**config.mk**
```make
export PLATFORM = sky130hd
export DESIGN_NAME = tl_req_scheduler
export DESIGN_NICKNAME = d
export VERILOG_FILES = /design/src/rtl/tl_pkg.sv /design/src/rtl/tl_rr_pick.sv /design/src/rtl/tl_req_scheduler.sv
export SDC_FILE = /design/constraint.sdc
export NUM_CORES = 1
export LEC_CHECK = 0
export ABC_AREA = 1
export CELL_PAD_IN_SITES_DETAIL_PLACEMENT = 0
export CELL_PAD_IN_SITES_GLOBAL_PLACEMENT = 2
export CORE_MARGIN = 1
export CORE_UTILIZATION = 26
export DETAILED_ROUTE_END_ITERATION = 10
export HOLD_SLACK_MARGIN = 0.02
export PLACE_DENSITY = 0.86
export SYNTH_ARGS = -nofsm -noshare
export SYNTH_HDL_FRONTEND = slang
export SYNTH_HIERARCHICAL = 1
export SYNTH_SLANG_ARGS = --single-unit
```
**constraint.sdc**
```tcl
create_clock -name clk -period 2.58 [get_ports clk]
set_input_delay 0.516 -clock clk [delete_from_list [all_inputs] [get_ports clk]]
set_output_delay 0.516 -clock clk [all_outputs]
set_load 0.01 [all_outputs]
```
**src/rtl/tl_pkg.sv**
```systemverilog
// Shared crossbar definitions: scheduler state encoding and TileLink opcodes.
package tl_pkg;

  typedef enum logic [0:0] {
    IDLE  = 1'b0,
    GRANT = 1'b1
  } sched_state_e;

  localparam int unsigned OPCODE_W = 3;

  // Channel A opcodes
  localparam logic [OPCODE_W-1:0] A_PUT_FULL_DATA    = 3'd0;
  localparam logic [OPCODE_W-1:0] A_PUT_PARTIAL_DATA = 3'd1;
  localparam logic [OPCODE_W-1:0] A_ARITHMETIC_DATA  = 3'd2;
  localparam logic [OPCODE_W-1:0] A_LOGICAL_DATA     = 3'd3;
  localparam logic [OPCODE_W-1:0] A_GET              = 3'd4;
  localparam logic [OPCODE_W-1:0] A_INTENT           = 3'd5;

  // Channel D opcodes
  localparam logic [OPCODE_W-1:0] D_ACCESS_ACK       = 3'd0;
  localparam logic [OPCODE_W-1:0] D_ACCESS_ACK_DATA  = 3'd1;
  localparam logic [OPCODE_W-1:0] D_HINT_ACK         = 3'd2;

endpackage

```
**src/rtl/tl_rr_pick.sv**
```systemverilog
// Combinational round-robin picker: first requester at or after ptr (wrapping),
// skipping any requester set in excl.
module tl_rr_pick #(
  parameter int unsigned N     = 3,
  parameter int unsigned IDX_W = $clog2(N)
) (
  input  logic [N-1:0]     req,
  input  logic [IDX_W-1:0] ptr,
  input  logic [N-1:0]     excl,
  output logic [IDX_W-1:0] idx,
  output logic             found
);

  logic [IDX_W-1:0] cand;

  always_comb begin
    idx   = '0;
    found = 1'b0;
    cand  = '0;
    for (int unsigned k = 0; k < N; k++) begin
      cand = IDX_W'((32'(ptr) + k) % N);
      if (!found && req[cand] && !excl[cand]) begin
        found = 1'b1;
        idx   = cand;
      end
    end
  end

endmodule

```
**src/rtl/tl_req_scheduler.sv**
```systemverilog
// Channel A round-robin request scheduler with per-master in-flight limiting
// tracked through the Channel D response handshake.
module tl_req_scheduler
  import tl_pkg::*;
#(
  parameter int unsigned NUM_MASTERS     = 3,
  parameter int unsigned SRC_WIDTH       = 2,
  parameter int unsigned MAX_OUTSTANDING = 2,
  parameter int unsigned IDX_W           = $clog2(NUM_MASTERS),
  parameter int unsigned CNT_W           = $clog2(MAX_OUTSTANDING + 1)
) (
  input  logic                         clk,
  input  logic                         reset,
  input  logic [NUM_MASTERS-1:0]       a_valid,
  output logic [NUM_MASTERS-1:0]       a_ready,
  output logic                         a_valid_out,
  input  logic                         a_ready_out,
  output logic [IDX_W-1:0]             grant_idx,
  output logic                         grant_active,
  input  logic                         d_valid_in,
  input  logic                         d_ready_in,
  input  logic [SRC_WIDTH-1:0]         d_source_in,
  output logic [NUM_MASTERS*CNT_W-1:0] outstanding,
  output logic                         err_underflow,
  output logic                         err_bad_source
);

  sched_state_e     state, state_n;
  logic [IDX_W-1:0] grant_idx_n;
  logic [IDX_W-1:0] rr_ptr, rr_ptr_n;
  logic [IDX_W-1:0] grant_next;

  logic [CNT_W-1:0] cnt [NUM_MASTERS];

  logic [NUM_MASTERS-1:0] elig;
  logic [NUM_MASTERS-1:0] cnt_inc;
  logic [NUM_MASTERS-1:0] cnt_dec;
  logic                   a_hs;
  logic                   d_hs;
  logic                   src_bad;
  logic                   underflow;

  logic [IDX_W-1:0]       pick_ptr;
  logic [NUM_MASTERS-1:0] pick_excl;
  logic [IDX_W-1:0]       pick_idx;
  logic                   pick_found;

  assign grant_next = (grant_idx == IDX_W'(NUM_MASTERS - 1)) ? '0 : grant_idx + IDX_W'(1);

  assign grant_active = (state == GRANT);
  assign a_valid_out  = (state == GRANT) && a_valid[grant_idx];
  assign a_hs         = a_valid_out && a_ready_out;
  assign d_hs         = d_valid_in && d_ready_in;
  assign src_bad      = 32'(d_source_in) >= NUM_MASTERS;

  // Only the held master sees the downstream ready.
  always_comb begin
    a_ready = '0;
    if (state == GRANT) a_ready[grant_idx] = a_ready_out;
  end

  always_comb begin
    elig = '0;
    for (int unsigned i = 0; i < NUM_MASTERS; i++) begin
      elig[i] = a_valid[i] && (32'(cnt[i]) < MAX_OUTSTANDING);
    end
  end

  // On a handshake re-arbitrate from the advanced pointer, skipping the winner.
  always_comb begin
    pick_ptr  = rr_ptr;
    pick_excl = '0;
    if ((state == GRANT) && a_hs) begin
      pick_ptr             = grant_next;
      pick_excl[grant_idx] = 1'b1;
    end
  end

  tl_rr_pick #(
    .N     (NUM_MASTERS),
    .IDX_W (IDX_W)
  ) u_pick (
    .req   (elig),
    .ptr   (pick_ptr),
    .excl  (pick_excl),
    .idx   (pick_idx),
    .found (pick_found)
  );

  always_ff @(posedge clk) begin
    if (reset) begin
      state     <= IDLE;
      grant_idx <= '0;
      rr_ptr    <= '0;
    end else begin
      state     <= state_n;
      grant_idx <= grant_idx_n;
      rr_ptr    <= rr_ptr_n;
    end
  end

  always_comb begin
    state_n     = state;
    grant_idx_n = grant_idx;
    rr_ptr_n    = rr_ptr;
    case (state)
      IDLE: begin
        if (pick_found) begin
          state_n     = GRANT;
          grant_idx_n = pick_idx;
        end
      end
      GRANT: begin
        if (a_hs) begin
          rr_ptr_n = grant_next;
          if (pick_found) grant_idx_n = pick_idx;
          else            state_n     = IDLE;
        end
      end
      default: state_n = IDLE;
    endcase
  end

  // Per-master increment/decrement requests; simultaneous ones cancel.
  always_comb begin
    cnt_inc   = '0;
    cnt_dec   = '0;
    underflow = 1'b0;
    for (int unsigned i = 0; i < NUM_MASTERS; i++) begin
      cnt_inc[i] = a_hs && (grant_idx == IDX_W'(i));
      cnt_dec[i] = d_hs && !src_bad && (d_source_in == SRC_WIDTH'(i));
      if (cnt_dec[i] && (cnt[i] == '0)) underflow = 1'b1;
    end
  end

  always_ff @(posedge clk) begin
    if (reset) begin
      for (int unsigned i = 0; i < NUM_MASTERS; i++) cnt[i] <= '0;
      err_underflow  <= 1'b0;
      err_bad_source <= 1'b0;
    end else begin
      for (int unsigned i = 0; i < NUM_MASTERS; i++) begin
        if (cnt_inc[i] && !cnt_dec[i]) begin
          cnt[i] <= cnt[i] + CNT_W'(1);
        end else if (cnt_dec[i] && !cnt_inc[i] && (cnt[i] != '0)) begin
          cnt[i] <= cnt[i] - CNT_W'(1);
        end
      end
      if (underflow)        err_underflow  <= 1'b1;
      if (d_hs && src_bad)  err_bad_source <= 1'b1;
    end
  end

  for (genvar g = 0; g < NUM_MASTERS; g++) begin : g_out
    assign outstanding[g*CNT_W +: CNT_W] = cnt[g];
  end

endmodule

```
# Word level (Yosys, flattened, before mapping)

Memory sizes are Yosys's and may differ from the RTL's.
Index checks and enable logic that the tools add are counted.
W data, S select, Z words.

Order comparisons: 9
Add/sub/neg operators: 9
Div/mod/pow operators: 3
Reductions and logical operators: 54
Bitwise operators: 8
Eq/ne operators: 5
Mux-type cells: 64

Operators by type and width:

| kind                    | count |
|---|---|
| $mod A32 B2 Y32 const B | 2 |
| $mux W1                 | 39 |
| $logic_and A1 B1 Y1     | 33 |
| $mod A2 B2 Y32 const B  | 1 |
| $mux W2                 | 13 |
| $bmux W1 S2             | 7 |
| $logic_not A1 Y1        | 12 |
| $lt A2 B3 Y1 const B    | 4 |
| $logic_not A2 Y1        | 5 |
| $add A2 B1 Y2 const B   | 4 |
| $lt A2 B2 Y1 const B    | 3 |
| $mux W3                 | 2 |
| $or A1 B1 Y1            | 6 |
| $reduce_bool A2 Y1      | 3 |
| $sub A2 B1 Y2 const B   | 3 |
| $eq A2 B1 Y1 const B    | 2 |
| $eq A2 B2 Y1 const B    | 2 |
| $pmux W2 S2             | 1 |
| $add A2 B1 Y3 const B   | 1 |
| $add A2 B2 Y3 const B   | 1 |
| $and A3 B3 Y3           | 1 |
| $demux W1 S2            | 1 |
| $ge A2 B1 Y1 const B    | 1 |
| $ge A2 B2 Y1 const B    | 1 |
| other kinds (4)         | 4 |

Word-level logic and storage cells: 158
RAM bits: 6
Memories kept: 1
Output and inout port bits: 15
Bits of input ports: 10
Flip-flop bits (word level): 7

Memory list:

| name | words | width | read ports | clocked after memory_dff | wr ports | line                   | source |
|---|---|---|---|---|---|---|---|
| cnt  | 3     | 2     | 3          | 0                        | 3        | tl_req_scheduler.sv:33 | `logic [CNT_W-1:0] cnt [NUM_MASTERS];` |

# Depth between registers and ports, before layout

Depth in word-level cells: 23
Gate-level depth with buffers: 17
Depth with buffers taken out: 17

# Modules after synthesis

The synthesis kept the hierarchy.

Modules (own cells, without submodules):

| module           | times used | cells each | sequential area each (um^2) | area an instance (um^2) |
|---|---|---|---|---|
| tl_req_scheduler | 1          | 115        | 320.3                       | 832.0 |
| tl_rr_pick       | 1          | 39         | 0.0                         | 214.0 |

# Worst setup path after synthesis

No wires, ideal clock.

Path kind: input -> register
Start point: input a_ready_out
End point: register grant_idx[0]
Path buffers: 0
Setup slack: 0.348 ns
Stages on the path: 14
Arrival time: 2.163 ns
Setup time: 0.070 ns
Path through: nand2_2 > nor3_2 > nand2_2 > nand2_1 > inv_1 > ha_1 > inv_1 > nand3_1 > nand2_2 > nor2_2 > nand3_1 > nand2_2 > o21ai_0 > a21oi_1

Cells in the longest elaborated chain, start to end: 20
Elaborated cells on any way between the ends: 41
Those cells by class: 2 x add/sub; 3 x div; 1 x eq/ne; 23 x mux; 12 x reduce/logical

RTL lines:

| element                                                                  | line                                             | source |
|---|---|---|
| start, declared                                                          | tl_req_scheduler.sv:17                           | `input logic a_ready_out,` |
| $logic_and A1 B1 Y1 (*)                                                  | tl_req_scheduler.sv:52                           | `assign a_hs = a_valid_out && a_ready_out;` |
| $logic_and A1 B1 Y1 (*)                                                  | tl_req_scheduler.sv:73                           | `if ((state == GRANT) && a_hs) begin` |
| $mux W2 (*)                                                              | tl_req_scheduler.sv:73                           |  |
| named net pick_ptr[0]                                                    | tl_req_scheduler.sv:43                           | `logic [IDX_W-1:0] pick_ptr;` |
| parallel branches: the longest is 13 deep, another holds $mod A32 B2 Y32 | -                                                |  |
| $mux W1 (*)                                                              | tl_rr_pick.sv:22                                 | `if (!found && req[cand] && !excl[cand]) begin` |
| named net pick_found                                                     | tl_req_scheduler.sv:46                           | `logic pick_found;` |
| $mux W2 (*)                                                              | tl_req_scheduler.sv:108, tl_req_scheduler.sv:116 |  |
| $mux W2                                                                  | tl_req_scheduler.sv:114                          | `if (a_hs) begin` |
| $pmux W2 S2 (*)                                                          | tl_req_scheduler.sv:106                          | `case (state)` |
| end signal, assigned                                                     | tl_req_scheduler.sv:97                           | `grant_idx <= grant_idx_n;` |
| end, declared                                                            | tl_req_scheduler.sv:18                           | `output logic [IDX_W-1:0] grant_idx,` |

Mark *: on every way through the listed nets, which the timed path passes. The select of a mux whose other input is x is not followed.
A chain may end at the register's enable or synchronous reset.

# Worst setup path after layout

Start point: input a_ready_out
End point: output a_ready[2]

Cells in the longest elaborated chain, start to end: 2

RTL lines:

| element                 | line                   | source |
|---|---|---|
| $and A3 B3 Y3 (no line) | -                      |  |
| $mux W3                 | tl_req_scheduler.sv:59 | `if (state == GRANT) a_ready[grant_idx] = a_ready_out;` |
| end, declared           | tl_req_scheduler.sv:15 | `output logic [NUM_MASTERS-1:0] a_ready,` |

No other way between the ends.

==> qor_table.md <==
| Stage | Item | Reported |
| --- | --- | --- |
| min path | Path class of the lowest-slack min-delay path | flop to flop |
| power | Power share of the sequential group | 0.255 |
| timing | Final worst-path cycle share | 0.973 |
| worst setup path | Startpoint-to-endpoint class of the critical path | primary input to output pin |
| synthesis | Share of the yosys chip area belonging to registers | 0.306 |
| synthesis | Average size of a mapped cell | 6.79 sq um |
| timing | Number of endpoints with negative hold slack in the final report | 0 |
| worst setup path | Cell repeated most along the worst path | sky130_fd_sc_hd__clkdlybuf4s50_1 |
| detailed routing | Routed wirelength normalized by instance count | 11.7 microns |
| place | Detailed placement HPWL | 2350 microns |
| place | Post-DP Area | 1480 sq um |
| cells and area | Register area | 320 sq um |
| detailed routing | Vias | 1127 |
| worst setup path | Cells along the critical path | clkdlybuf4s50_1 > nand2_2 > buf_4 > nor3_2 > clkdlybuf4s50_1 |
| cts | Total CTS buffers | 3 |
| cts | Root Buffer | sky130_fd_sc_hd__clkbuf_8 |
| detailed routing | Vias per Instance | 4.54 |
| power | Fraction of power consumed by combinational cells | 0.594 |
| power | Internal power | 721 uW |
| global route | Vias in the first global route | 1096 |
| global route | Initial antenna violation count | 0 |
| worst setup path | Minimum setup slack among reg-to-reg paths | 0.26 ns |
| synthesis | Share of flip-flops with an asynchronous set or reset | 0 |
| worst setup path | Critical path startpoint category | primary input |
| synthesis | EDFF count, synth | 6 |
| run | Max capacitance violation total | 0 |
| cts | Max clock buf depth | 2 |
| cells and area | Util after Layout | 0.422 |
| timing | Clock Skew | 0.000904 ns |
| timing | RSZ-0062 raised after global routing | yes |
| floorplan | Die Ht | 65.4 microns |
| floorplan | Die Wd | 65.4 microns |
| detailed routing | Detail Route Antenna Nets | 0 |
| cts | Worst skew pair latency | 0.25 ns |
| cells and area | Fraction of final layout cells sized beyond drive strength 1 | 0.310 |
| detailed routing | Violation count after the first detailed-route iteration | 53 |
| synthesis | Commonest cells in the netlist | sky130_fd_sc_hd__nand2_1, sky130_fd_sc_hd__inv_1, sky130_fd_sc_hd__nand3_1 |
| floorplan | Core Box Area | 3770 sq um |
| min path | Min-delay src | err_bad_source |
| synthesis | Count of synthesis-stage warnings from yosys | 6 |
| cells and area | Number of fillers in the final layout | 398 |
| synthesis | Synth Flop Type | sky130_fd_sc_hd__dfxtp_1 |
| global route | Maximum number of pins on one net before global-route repair | 9 |
| synthesis | Number of library cell types mapped by synthesis | 24 |
| timing | # setup viols final | 0 |
| synthesis | Synth Register Bits | 13 |
| power | Sw Ratio | 0.418 |
| synthesis | Combined area of all synthesized cells | 1050 sq um |
| power | Share of total power in the clock network | 0.151 |
| timing | Pin slew with the least headroom to its limit | 0.329 ns |
| cells and area | Count of nets after finishing | 215 |
| worst setup path | Data required time at the worst endpoint | 2.06 ns |
| cts | Clock tree from TritonCTS | built |
| worst setup path | Crit path launch | a_ready_out |
| timing | Minimum clock period | 2.51 ns |
| timing | Max-slew headroom at the worst pin | 0.781 |
| worst setup path | Maximum fanout along the worst path | 4 |
| global route | Overall routing resource usage | 0.144 |
| cts | Number of clock sinks | 13 |
| cells and area | Area of all placed cells without fillers | 1590 sq um |
| timing | Maximum frequency from static timing analysis | 0.398 GHz |
| detailed routing | DRC errors left | 0 |
| place | Port Buf Inserts | 24 |
| synthesis | Synthesized net count | 168 |
| cells and area | Area of the multi-input gates | 669 sq um |
| global route | Total overflow reported by the global router | 0 |
| power | Worst voltage drop across the vdd grid | 236 uV |
| synthesis | Leading area contributor after synthesis | sky130_fd_sc_hd__edfxtp_1 |
| synthesis | Most numerous cell in the Yosys netlist | sky130_fd_sc_hd__nand2_1 |
| power | Total design power | 1240 uW |
| synthesis | Post-synthesis instance total | 154 |
| detailed routing | Final Routed Wirelength | 2900 microns |
| cts | Count of hold-fix buffers inserted at cts | 0 |
| power | Net switching power of the design | 518 uW |
| power | Power per cell area | 778 nW/um^2 |
| run status | Result of the run | finished, final reports clean |
| worst setup path | Crit-path max cell delay | 0.58 ns |
| global route | First-pass GRT wire length | 4700 microns |
| worst setup path | Arrival @ worst endpoint | 1.99 ns |
| timing | Max-slew violation total from the final report | 0 |
| worst setup path | Element type at the critical path end | output pin |
| cells and area | Layout area overhead | 52.3% |
| synthesis | Top area cells in the synthesized netlist | sky130_fd_sc_hd__edfxtp_1, sky130_fd_sc_hd__dfxtp_1, sky130_fd_sc_hd__nand2_1 |
| floorplan | I/O Pins | 25 |
| floorplan | Die area | 4280 sq um |
| worst setup path | Reg2reg start | grant_idx[1] |
| power | Leakage power | 0.000758 uW |
| floorplan | Initial core utilization | 0.277 |
| cts | Clock input transition at the sequential cells of the worst setup and hold paths | 0.06 ns |
| cts | # H-tree levels | 1 |
| detailed routing | Detailed-routing iteration count for the pre-antenna-repair pass | 4 |
| floorplan | Number of placement rows | 22 |
| cells and area | Diodes inserted | 0 |
| synthesis | Post-synth top area share | 0.172 |
| place | Final RePlAce weighted congestion | 0.894 |
| worst setup path | Cell with the biggest individual delay on the critical path | sky130_fd_sc_hd__clkdlybuf4s50_1 |
## final cells by class
| type | count | share of cell area |
|---|---|---|
| Multi-Input combinational cell | 110 | 0.420 |
| Timing Repair Buffer | 43 | 0.242 |
| Sequential cell | 13 | 0.201 |
| Inverter | 30 | 0.0707 |
| Tap cell | 48 | 0.0377 |
| Clock buffer | 4 | 0.0283 |
## power by group through the flow
stage,sequential (uW),combinational (uW),clock [uW]
detailed placement,313,670,0
global placement,310,661,0
CTS,308,675,196
global route,323,809,206
finish,316,737,187
floorplan,320,356,0
## final timing paths
path                            cells past startpoint             end
worst max register to register                     16    grant_idx[1]
worst min-delay path                                2  err_bad_source
worst min register to register                      2  err_bad_source
worst max-delay path                                5      a_ready[2]
## what timing repair did
item,4_1_cts,5_1_grt
setup buffers,0,0
setup endpoints to repair,0,4
gates resized for setup,0,16
## layer usage
layer	GRT usage	vias to the layer above	wire (microns)
met5	0	-	0
met4	0.0815	0	52
met3	0.0122	4	83
met2	0.249	26	1440
met1	0.174	512	1330
li1	-	585	-
## logic make-up after synthesis
kind of cell,share of synthesized area
DFF,0.306
and+or+nand+nor,0.456
xor gates and xnor gates,0.00837
adders and majority gates,0.0478
AOI/OAI and AO/OA,0.0670
buffers and inverters,0.115
## cell usage in the layout (no fill, tap or decap), types with 3 or more instances in the layout
cell | synthesis | final
sky130_fd_sc_hd__inv_2 | 5 | 7
sky130_fd_sc_hd__nand3_1 | 20 | 16
sky130_fd_sc_hd__edfxtp_1 | 6 | 6
sky130_fd_sc_hd__a21oi_1 | 8 | 8
sky130_fd_sc_hd__nand3_2 | 2 | 6
sky130_fd_sc_hd__nand4_1 | 3 | 3
sky130_fd_sc_hd__inv_1 | 25 | 23
sky130_fd_sc_hd__nand2_2 | 13 | 15
sky130_fd_sc_hd__clkbuf_8 | 0 | 3
sky130_fd_sc_hd__buf_4 | 1 | 19
sky130_fd_sc_hd__dfxtp_1 | 7 | 7
sky130_fd_sc_hd__clkdlybuf4s50_1 | 0 | 23
sky130_fd_sc_hd__nand2_1 | 29 | 27
sky130_fd_sc_hd__nor2_1 | 14 | 14
## critical path: cells and delay by family
family	cells	cell delay (ns)
buffers and inverters	3	1.21
and+or+nand+nor	2	0.27
## flip-flops by register name, summed over array words and instances (netlist names)
register and cells:
rr_ptr 2, err_underflow 1, grant_idx 2, cnt 6, err_bad_source 1, grant_active 1
## stage by stage
stage | instances | worst slack (ns) | hold WS [ns] | TNS (ns)
CTS | 248 | 0.0472 | 0.473 | 0
finish | 248 | 0.0690 | 0.470 | 0
detailed placement | 244 | -0.172 | 0.464 | -0.378
floorplan | 154 | 0.348 | 0.445 | 0
global placement | 244 | -0.128 | 0.458 | -0.247
global route | 248 | -0.0198 | 0.552 | -0.0316
Power figures use the tool's default switching activity.
